===== src/rtl/mem_port_arbiter.sv =====
// Round-robin arbiter sharing one variable-latency memory port between
// instruction fetch and data access, with halt handling and an ack watchdog.
module mem_port_arbiter #(
    parameter int AW      = 32,
    parameter int DW      = 32,
    parameter int TIMEOUT = 16
) (
    input  logic          clk,
    input  logic          reset_n,
    input  logic          ireq,
    input  logic [AW-1:0] iaddr,
    output logic          ivalid,
    output logic [DW-1:0] irdata,
    output logic          istall,
    input  logic          dreq,
    input  logic          dwe,
    input  logic [AW-1:0] daddr,
    input  logic [DW-1:0] dwdata,
    output logic          dvalid,
    output logic [DW-1:0] drdata,
    output logic          dstall,
    input  logic          halt,
    output logic          halted,
    output logic          mem_req,
    output logic          mem_we,
    output logic [AW-1:0] mem_addr,
    output logic [DW-1:0] mem_wdata,
    input  logic [DW-1:0] mem_rdata,
    input  logic          mem_ack,
    output logic          err
);

    localparam int CW = (TIMEOUT > 2) ? $clog2(TIMEOUT) : 1;
    localparam logic [CW-1:0] LAST_COUNT = CW'(TIMEOUT - 1);

    localparam logic [1:0] IDLE   = 2'd0;
    localparam logic [1:0] BUSY_I = 2'd1;
    localparam logic [1:0] BUSY_D = 2'd2;
    localparam logic [1:0] HALTED = 2'd3;

    localparam logic GRANT_I = 1'b0;
    localparam logic GRANT_D = 1'b1;

    logic [1:0]    state;
    logic          lastGrant;
    logic [CW-1:0] counter;
    logic          haltPending;

    logic          busy;
    logic          done;
    logic          timedOut;
    logic          grantD;
    logic [DW-1:0] readData;

    always_comb begin
        busy     = (state == BUSY_I) || (state == BUSY_D);
        done     = busy && (mem_ack || (counter == LAST_COUNT));
        timedOut = busy && !mem_ack && (counter == LAST_COUNT);
        grantD   = dreq && (!ireq || (lastGrant == GRANT_I));
        // An aborted transaction returns zero rather than whatever is on the bus.
        readData = mem_ack ? mem_rdata : '0;
    end

    assign ivalid = (state == BUSY_I) && done;
    assign dvalid = (state == BUSY_D) && done;
    assign irdata = readData;
    assign drdata = readData;
    assign istall = ireq & ~ivalid;
    assign dstall = dreq & ~dvalid;
    assign halted = (state == HALTED);

    always_ff @(posedge clk or negedge reset_n) begin
        if (!reset_n) begin
            state       <= IDLE;
            lastGrant   <= GRANT_I;
            counter     <= '0;
            haltPending <= 1'b0;
            mem_req     <= 1'b0;
            mem_we      <= 1'b0;
            mem_addr    <= '0;
            mem_wdata   <= '0;
            err         <= 1'b0;
        end else begin
            case (state)
                IDLE: begin
                    if (halt) begin
                        state <= HALTED;
                    end else if (ireq || dreq) begin
                        mem_req <= 1'b1;
                        counter <= '0;
                        if (grantD) begin
                            lastGrant <= GRANT_D;
                            mem_addr  <= daddr;
                            mem_we    <= dwe;
                            mem_wdata <= dwdata;
                            state     <= BUSY_D;
                        end else begin
                            lastGrant <= GRANT_I;
                            mem_addr  <= iaddr;
                            mem_we    <= 1'b0;
                            state     <= BUSY_I;
                        end
                    end
                end
                BUSY_I, BUSY_D: begin
                    // A halt seen at any point in the transaction is honoured once it retires.
                    if (done) begin
                        mem_req     <= 1'b0;
                        counter     <= '0;
                        haltPending <= 1'b0;
                        state       <= (halt || haltPending) ? HALTED : IDLE;
                        if (timedOut) begin
                            err <= 1'b1;
                        end
                    end else begin
                        counter <= counter + 1'b1;
                        if (halt) begin
                            haltPending <= 1'b1;
                        end
                    end
                end
                default: begin
                    state   <= HALTED;
                    mem_req <= 1'b0;
                end
            endcase
        end
    end

endmodule


===== config.mk =====
export PLATFORM = sky130hd
export DESIGN_NAME = mem_port_arbiter
export DESIGN_NICKNAME = d
export VERILOG_FILES = /design/src/rtl/mem_port_arbiter.sv
export SDC_FILE = /design/constraint.sdc
export NUM_CORES = 1
export LEC_CHECK = 0
export CORE_UTILIZATION = 36
export DETAILED_ROUTE_END_ITERATION = 10
export PLACE_DENSITY = 0.82
export SLEW_MARGIN = 20
export SYNTH_ARGS = -nofsm -noshare
export SYNTH_HDL_FRONTEND = slang
export SYNTH_SLANG_ARGS = --single-unit

===== constraint.sdc =====
create_clock -name clk -period 2.15 [get_ports clk]
set_clock_uncertainty 0.1 [all_clocks]
set_input_delay 0.215 -clock clk [delete_from_list [all_inputs] [get_ports clk]]
set_output_delay 0.215 -clock clk [all_outputs]
set_load 0.005 [all_outputs]

# Yosys cells after proc, flatten, opt, wreduce, memory -nomap -nowiden
# Index checks and enable logic that the tools add are counted.
dict set report totals {
  register_bits 75
  in_bits 135
  out_inout_bits 136
  wordCells 68
}
dict set report op_classes {
  n_addsub 1
  eq_ne 8
  mux 20
  bitwise_logic 6
  reduce_logical 24
}
# cell count
set ops {}
lappend ops {{$mux W32} 2}
lappend ops {{$mux W4} 3}
lappend ops {{$reduce_and A3 Y1} 4}
lappend ops {{$mux W2} 5}
lappend ops {{$pmux W4 S2} 1}
lappend ops {{$mux W1} 7}
lappend ops {{$logic_and A1 B1 Y1} 6}
lappend ops {{$ne A2 B2 Y1 const B} 3}
lappend ops {{$logic_or A1 B1 Y1} 5}
lappend ops {{$add A4 B1 Y4 const B} 1}
lappend ops {{$eq A2 B2 Y1 const B} 2}
lappend ops {{$eq A4 B4 Y1 const B} 1}
lappend ops {{$not A1 Y1} 4}
lappend ops {{$pmux W2 S2} 1}
lappend ops {{$reduce_and A2 Y1} 2}
lappend ops {{$reduce_and A4 Y1} 1}
lappend ops {{$reduce_bool A2 Y1} 2}
lappend ops {{$ne A3 B3 Y1 const B} 1}
lappend ops {{$and A1 B1 Y1} 2}
lappend ops {{$eq A2 B1 Y1 const B} 1}
lappend ops {{$logic_not A1 Y1} 2}
lappend ops {{$logic_not A2 Y1} 1}
lappend ops {{$pmux W1 S2} 1}
lappend ops {{$reduce_or A2 Y1} 1}

# Logic depth before layout (Yosys ltp)
# Gate-level depths: netlist (run 1).
dict set report logic_depth {
  word_depth 7
  ltp_mapped 8
  mapped_depth_nobuf 5
}

# Worst setup path after synthesis (run 1)
# Ideal clock, no wire load.
dict set report synth_timing {
  path_type {register to register}
  from {register state[0]}
  to {register mem_wdata[12]}
  setup_time_ns 0.128
  arrival_time_ns 1.594
  required_time_ns 1.922
  setup_slack_ns 0.328
  stages_incl_launch_ff 9
  period_less_slack_ns 1.822
  path_cell_list {dfrtp_1 -> inv_1 -> ha_1 -> buf_4 -> nor2b_1 -> buf_4 -> nand2_4 -> buf_6 -> mux2_1}
}
dict set report synth_via {
  elab_chain_cells 2
}
# element line
set synth_lines {}
lappend synth_lines {{start: declaration} 44} ;# logic [1:0] state;
lappend synth_lines {{start signal: assignment} 111} ;# state <= (halt || haltPending) ? HALTED : IDLE;
lappend synth_lines {{$logic_not A2 Y1} 84} ;# case (state)
lappend synth_lines {{$reduce_and A4 Y1 (no line)} -}
lappend synth_lines {{end signal: assignment} 95} ;# mem_wdata <= dwdata;
lappend synth_lines {{end: declaration} 27} ;# output logic [DW-1:0] mem_wdata,
# Every way passes these cells.
# A chain may end at the register's enable or synchronous reset.

# Final worst setup path (run 1)
dict set report layout_timing {
  from {register state[0]}
  to {output halted}
}
dict set report layout_via {
  elab_chain_cells 1
}
# element line
set layout_lines {}
lappend layout_lines {{$eq A2 B2 Y1} 70} ;# assign halted = (state == HALTED);
lappend layout_lines {{end: declaration} 23} ;# output logic halted,
# Every way passes these cells.

==> impl_metrics.tcl, run 1 <==
set metrics [dict create \
    syn_avg_cell_area_um2 10.2 \
    n_antenna_cell 0 \
    fin_crit_sh 0.953 \
    areaGrowthSynthToFinish_pct 75.1 \
    clk_pin_slew_ns 0.09 \
    grt_pass1_vias 3952 \
    drt_first_iter_violations 256 \
    period_needed_ns 2.05 \
    r2r_end "mem_wdata[19]" \
    portBuffers 270 \
    grt_pass1_wl_um 20400 \
    track_usage 0.235 \
    syn_area_um2 3890 \
    r2r-start "state[0]" \
    ys_ff_latch 75 \
    path_class "reg2out" \
    drive_gt1_frac 0.100 \
    grt_remaining_overflow 0 \
    cap_violations 0 \
    p_leak_nw 2.93 \
    tns_ns 0 \
    clk_path_buf_depth 2 \
    die_h_um 106 \
    grt_max_degree 40 \
    drcViolationCount 0 \
    mostFrequentLayoutCells "clkdlybuf4s50_1, dfrtp_1, nand2_1" \
    status "complete, no violations" \
    wl_per_cell_um 17.4 \
    reg2regPathDepth 5 \
    antenna_found_initial 0 \
    finalWeightedCongestion 0.952 \
    finalSetupViolations 0 \
    nets 764 \
    ctsHtreeMaxLevel 3 \
    crit_fanout 8 \
    clock_latency_ns 0.34 \
    avgViaCountPerCell 4.91 \
    dieWidth_um 106 \
    crit_arrival_ns 1.73 \
    hpwlAfterDp_um 10100 \
    rows 37 \
    wl_um 13300 \
    ys_warn_count 0 \
    worstMarginPinSlew_ns 0.657 \
    clock-sinks 75 \
    synthCells 381 \
    pin_count 271 \
    max-vdd-ir-drop_mv 0.686 \
    end_kind "output pin" \
    powerDensity_nw_per_um2 1060 \
    numCtsBuffers 9 \
    initial_core_util 0.373 \
    report.final.slew_viol_count 0 \
    root_buffer "clkbuf_8" \
    ys_seq_area_frac 0.483 \
    hold_viol 0 \
    fmax_mhz 488 \
    required_ns 1.84 \
    synth_nets 521 \
    power.total_mw 7.19 \
    slew_headroom 0.562 \
    ff2ff_setup_slack_ns 0.31 \
    core_area_um2 10400 \
    final_common_cell "clkdlybuf4s50_1" \
    rsz0062_at_grt "false" \
    ant_nets 0 \
    yosysUniqueCellTypes 39 \
    vias 3757 \
    hold_path_class "in2async" \
    critPathLaunchType "flop" \
    cts_tree "done" \
    first_pass_iters 4 \
    die-area_um2 11200 \
]
[repair_timing]
item | 4_1_cts | 5_1_grt
setup endpoints to repair | 4 | 4
hold buffers | 1 | 0
pin swaps | 2 | 0
gates resized for setup | 9 | 6
buffers inserted | 6 | 1
endpoints found under the hold margin | 36 | 0
[report_power, final]
part / switching [mW] / leakage, nW / internal (mW)
sequential: 0.381 / 0.896 / 2.08
clock: 0.558 / 0.120 / 0.781
combinational: 1.26 / 1.91 / 2.13
total: 2.20 / 2.93 / 4.99
[logic make-up (layout without fill, tap and decap cells)]
kind of cell	Yosys count	in the layout	synth area share
DFF	75	75	0.483
adders and majority gates	5	5	0.0161
muxes	35	35	0.109
buffers and inverters	59	307	0.100
and+or+nand+nor	120	120	0.149
AOI/OAI and AO/OA	87	87	0.143
[critical path: stages (launching register included)]
cell and delay, ns:
dfrtp_1 0.36, buf_4 0.11, buf_4 0.10, ha_2 0.27, clkdlybuf4s50_1 0.55
[layout make-up]
| cell class | instances | area (µm²) |
|---|---|---|
| fill | 817 | 3610 |
| tap | 136 | 170 |
| sequential | 75 | 1880 |
| multi-input combinational | 247 | 1650 |
| clock inverter | 7 | 124 |
| inverter | 2 | 7.51 |
| clock buffer | 9 | 124 |
| timing repair buffer | 289 | 2850 |
[through the flow]
step,util,setup WS [ns],hold WS [ns],instances,area (µm²)
after floorplan,-,0.328,-0.181,381,3890
after global placement,0.623,0.145,0.0990,741,6490
after detailed placement,0.623,0.0841,0.104,741,6490
after CTS,0.654,0.0142,0.265,764,6810
after global routing,0.653,0.0437,0.303,765,6810
final,0.653,0.100,0.265,765,6810
[worst max-delay path by stage]
| stage | start | end | slack, ns |
|---|---|---|---|
| 3_5_place_dp | counter[0] | dstall | 0.08 |
| 3_3_place_gp | counter[0] | istall | 0.14 |
| 4_1_cts | state[0] | halted | 0.01 |
| 5_1_grt | state[0] | halted | 0.04 |
| 6_report | state[0] | halted | 0.10 |
| 2_1_floorplan | state[0] | mem_wdata[12] | 0.33 |
[routing by layer]
layer / routed length (µm) / GRT usage / vias to the layer above
li1: - / - / 1765
met1: 5710 / 0.294 / 1810
met2: 6610 / 0.402 / 164
met3: 863 / 0.0570 / 18
met4: 142 / 0.0665 / 0
met5: 0 / 0 / -
[Yosys cell counts (all sizes together)]
cell type  number  area [µm²]
o21a            1        7.51
o22a            1        8.76
nor3b           1        7.51
dfrtp          75        1880
a21boi          3        33.8
inv             2        7.51
nor2b           2        12.5
and4            1        8.76
a2111oi         2        23.8
a211o           2        17.5
and3            1        6.26
a21o            3        22.5
nand2b          3        18.8
buf            51         359
mux2i           2        20.0
o21ai           2        10.0
clkbuf          6        22.5
nand3           3        15.0
ha              5        62.6
o21bai          1        7.51
a22oi           1        7.51
a31oi          32         200
a21oi          34         170
a221oi          2        17.5
and2           34         213
mux2           33         405
a21bo           1        10.0
or2             3        18.8
nand2          67         259
nor2            5        18.8
o311a           1        10.0
a22o            1        8.76
[flip-flops by register name, summed over array words and instances (netlist names)]
signal / cells
err: 1
mem_req: 1
mem_we: 1
haltPending: 1
state: 2
mem_wdata: 32
lastGrant: 1
mem_addr: 32
counter: 4
(Power assumes the default switching activity.)
==> run 2, diff against run 1 <==
--- a/config.mk
+++ b/config.mk
@@ -7,6 +7,7 @@
 export LEC_CHECK = 0
 export CORE_UTILIZATION = 36
 export DETAILED_ROUTE_END_ITERATION = 10
+export GPL_TIMING_DRIVEN = 0
 export PLACE_DENSITY = 0.82
 export SLEW_MARGIN = 20
 export SYNTH_ARGS = -nofsm -noshare
==> impl_metrics.tcl, run 2 (synthesis results as in run 1) <==
set metrics [dict create \
    status "complete, no violations" \
    dieWidth_um 106 \
    r2r_end "mem_wdata[12]" \
    max-vdd-ir-drop_mv 0.639 \
    rows 37 \
    drt_first_iter_violations 234 \
    drive_gt1_frac 0.156 \
    worstPathCellList "dlygate4sd2_1, clkbuf_2, and2_1, buf_4, clkdlybuf4s50_1" \
    crit_path_start "mem_ack" \
    wl_um 14100 \
    crit_arrival_ns 1.78 \
    root_buffer "clkbuf_8" \
    hold_viol 0 \
    core_area_um2 10400 \
    internal_power_mw 4.96 \
    path_class "in2out" \
    finalWeightedCongestion 0.873 \
    tns_ns 0 \
    fin_crit_sh 0.973 \
    hpwlAfterDp_um 11200 \
    crit_fanout 10 \
    swShare 0.307 \
    portBuffers 270 \
    ant_nets 0 \
    areaGrowthSynthToFinish_pct 82.5 \
    avgViaCountPerCell 4.96 \
    end_kind "output pin" \
    reg2regPathDepth 8 \
    p_leak_nw 3.13 \
    pwr-share-clk 0.173 \
    grt_max_degree 48 \
    layoutNonFillerInstCount 811 \
    hold_path_class "in2async" \
    setup_ws_ns 0.0572 \
    n_antenna_cell 0 \
    fmax_mhz 478 \
    mostFrequentLayoutCells "clkdlybuf4s50_1, dfrtp_1, nand2_1" \
    worstMarginPinSlew_ns 0.473 \
    r2r-start "state[0]" \
    ff2ff_setup_slack_ns 0.21 \
    final_common_cell "clkdlybuf4s50_1" \
    report.final.slew_viol_count 0 \
    die_h_um 106 \
    track_usage 0.248 \
    powerDensity_nw_per_um2 1010 \
    first_pass_iters 5 \
    cp_slowest_cell "clkdlybuf4s50_1" \
    postPlaceCellArea_um2 6790 \
    antenna_found_initial 0 \
    finalSetupViolations 0 \
    pre_cts_slack_ns -0.281 \
    grt_pass1_vias 3978 \
    numCtsBuffers 9 \
    crit_buf_inv 4 \
    nets 810 \
    drcViolationCount 0 \
    crit_path_max_incr_delay_ns 0.50 \
    clk_path_buf_depth 2 \
    period_needed_ns 2.09 \
    critPathCapture "irdata[27]" \
    cap_violations 0 \
    required_ns 1.84 \
    clock-sinks 75 \
    clock_latency_ns 0.34 \
    pin_count 271 \
    path_depth 5 \
    dp.cells 788 \
    power.total_mw 7.15 \
    clk_pin_slew_ns 0.08 \
    slew_headroom 0.684 \
    grt_pass1_wl_um 21400 \
    cts_tree "done" \
    die-area_um2 11200 \
    power_switching_mw 2.20 \
    combPwrFrac 0.482 \
    rsz0062_at_grt "false" \
    pwr-share-seq 0.345 \
    ctsHtreeMaxLevel 3 \
    critPathLaunchType "input pin" \
    wl_per_cell_um 17.4 \
    finalInstanceArea_um2 7100 \
    initial_core_util 0.373 \
    largest_registers "mem_addr (32), mem_wdata (32), counter (4)" \
    vias 4019 \
    grt_remaining_overflow 0 \
    cp_top_family "buffers and inverters" \
]
==> run 2: cell count changes in the layout (fill, tap and decap cells not counted), moves of 2 or more <==
cell	change
clkbuf_8	+2
inv_2	+2
clkbuf_1	+3
buf_2	+15
buf_12	-2
buf_6	+3
inv_6	-2
dlygate4sd2_1	+3
buf_4	+24
inv_1	-2
==> run 2: worst min path at each step <==
stage | depth (start not counted) | endpoint | slack (ns) | from
2_1_floorplan | 0 | counter[0] | -0.18 | reset_n
3_3_place_gp | 1 | err | 0.36 | err
3_5_place_dp | 1 | mem_wdata[14] | 0.07 | reset_n
4_1_cts | 2 | mem_addr[12] | 0.25 | reset_n
5_1_grt | 2 | mem_addr[18] | 0.27 | reset_n
6_report | 2 | mem_wdata[14] | 0.26 | reset_n
==> run 2: layout make-up <==
type | instances | area (µm²)
repair buffers | 278 | 2770
clock buffers | 12 | 155
inverters | 2 | 7.51
flip-flops and latches | 75 | 1880
multi-input cells | 247 | 1650
well taps | 136 | 170
fillers | 797 | 3320
clock inverters | 4 | 72.6
plain buffers | 57 | 387
==> run 2: repair_timing <==
| action | 4_1_cts | 5_1_grt |
|---|---|---|
| endpoints found under the setup margin | 64 | 21 |
| gates resized for setup | 16 | 8 |
| buffers inserted | 6 | 0 |
| pin swaps | 1 | 0 |
| hold buffers | 1 | 0 |
| hold endpoints to repair | 28 | 0 |
==> run 2: per-stage QoR <==
step,hold slack (ns),util
final,0.259,0.681
after global routing,0.270,0.681
after floorplan,-0.181,-
after CTS,0.247,0.681
after detailed placement,0.0735,0.651
after global placement,0.363,0.649
==> run 2: power groups by stage <==
stage / registers, mW / clock network (mW) / logic (mW)
3_3_place_gp: 2.44 / 0 / 3.24
6_report: 2.47 / 1.24 / 3.45
5_1_grt: 2.54 / 1.33 / 3.69
2_1_floorplan: 2.49 / 0 / 1.23
3_5_place_dp: 2.48 / 0 / 3.34
4_1_cts: 2.46 / 1.28 / 3.45
==> run 2: metal layers <==
layer / vias to the layer above / share of wire / GRT usage
li1: 1864 / - / -
met1: 1957 / 0.41 / 0.308
met2: 178 / 0.50 / 0.430
met3: 20 / 0.072 / 0.0632
met4: 0 / 0.014 / 0.0575
met5: - / 0 / 0
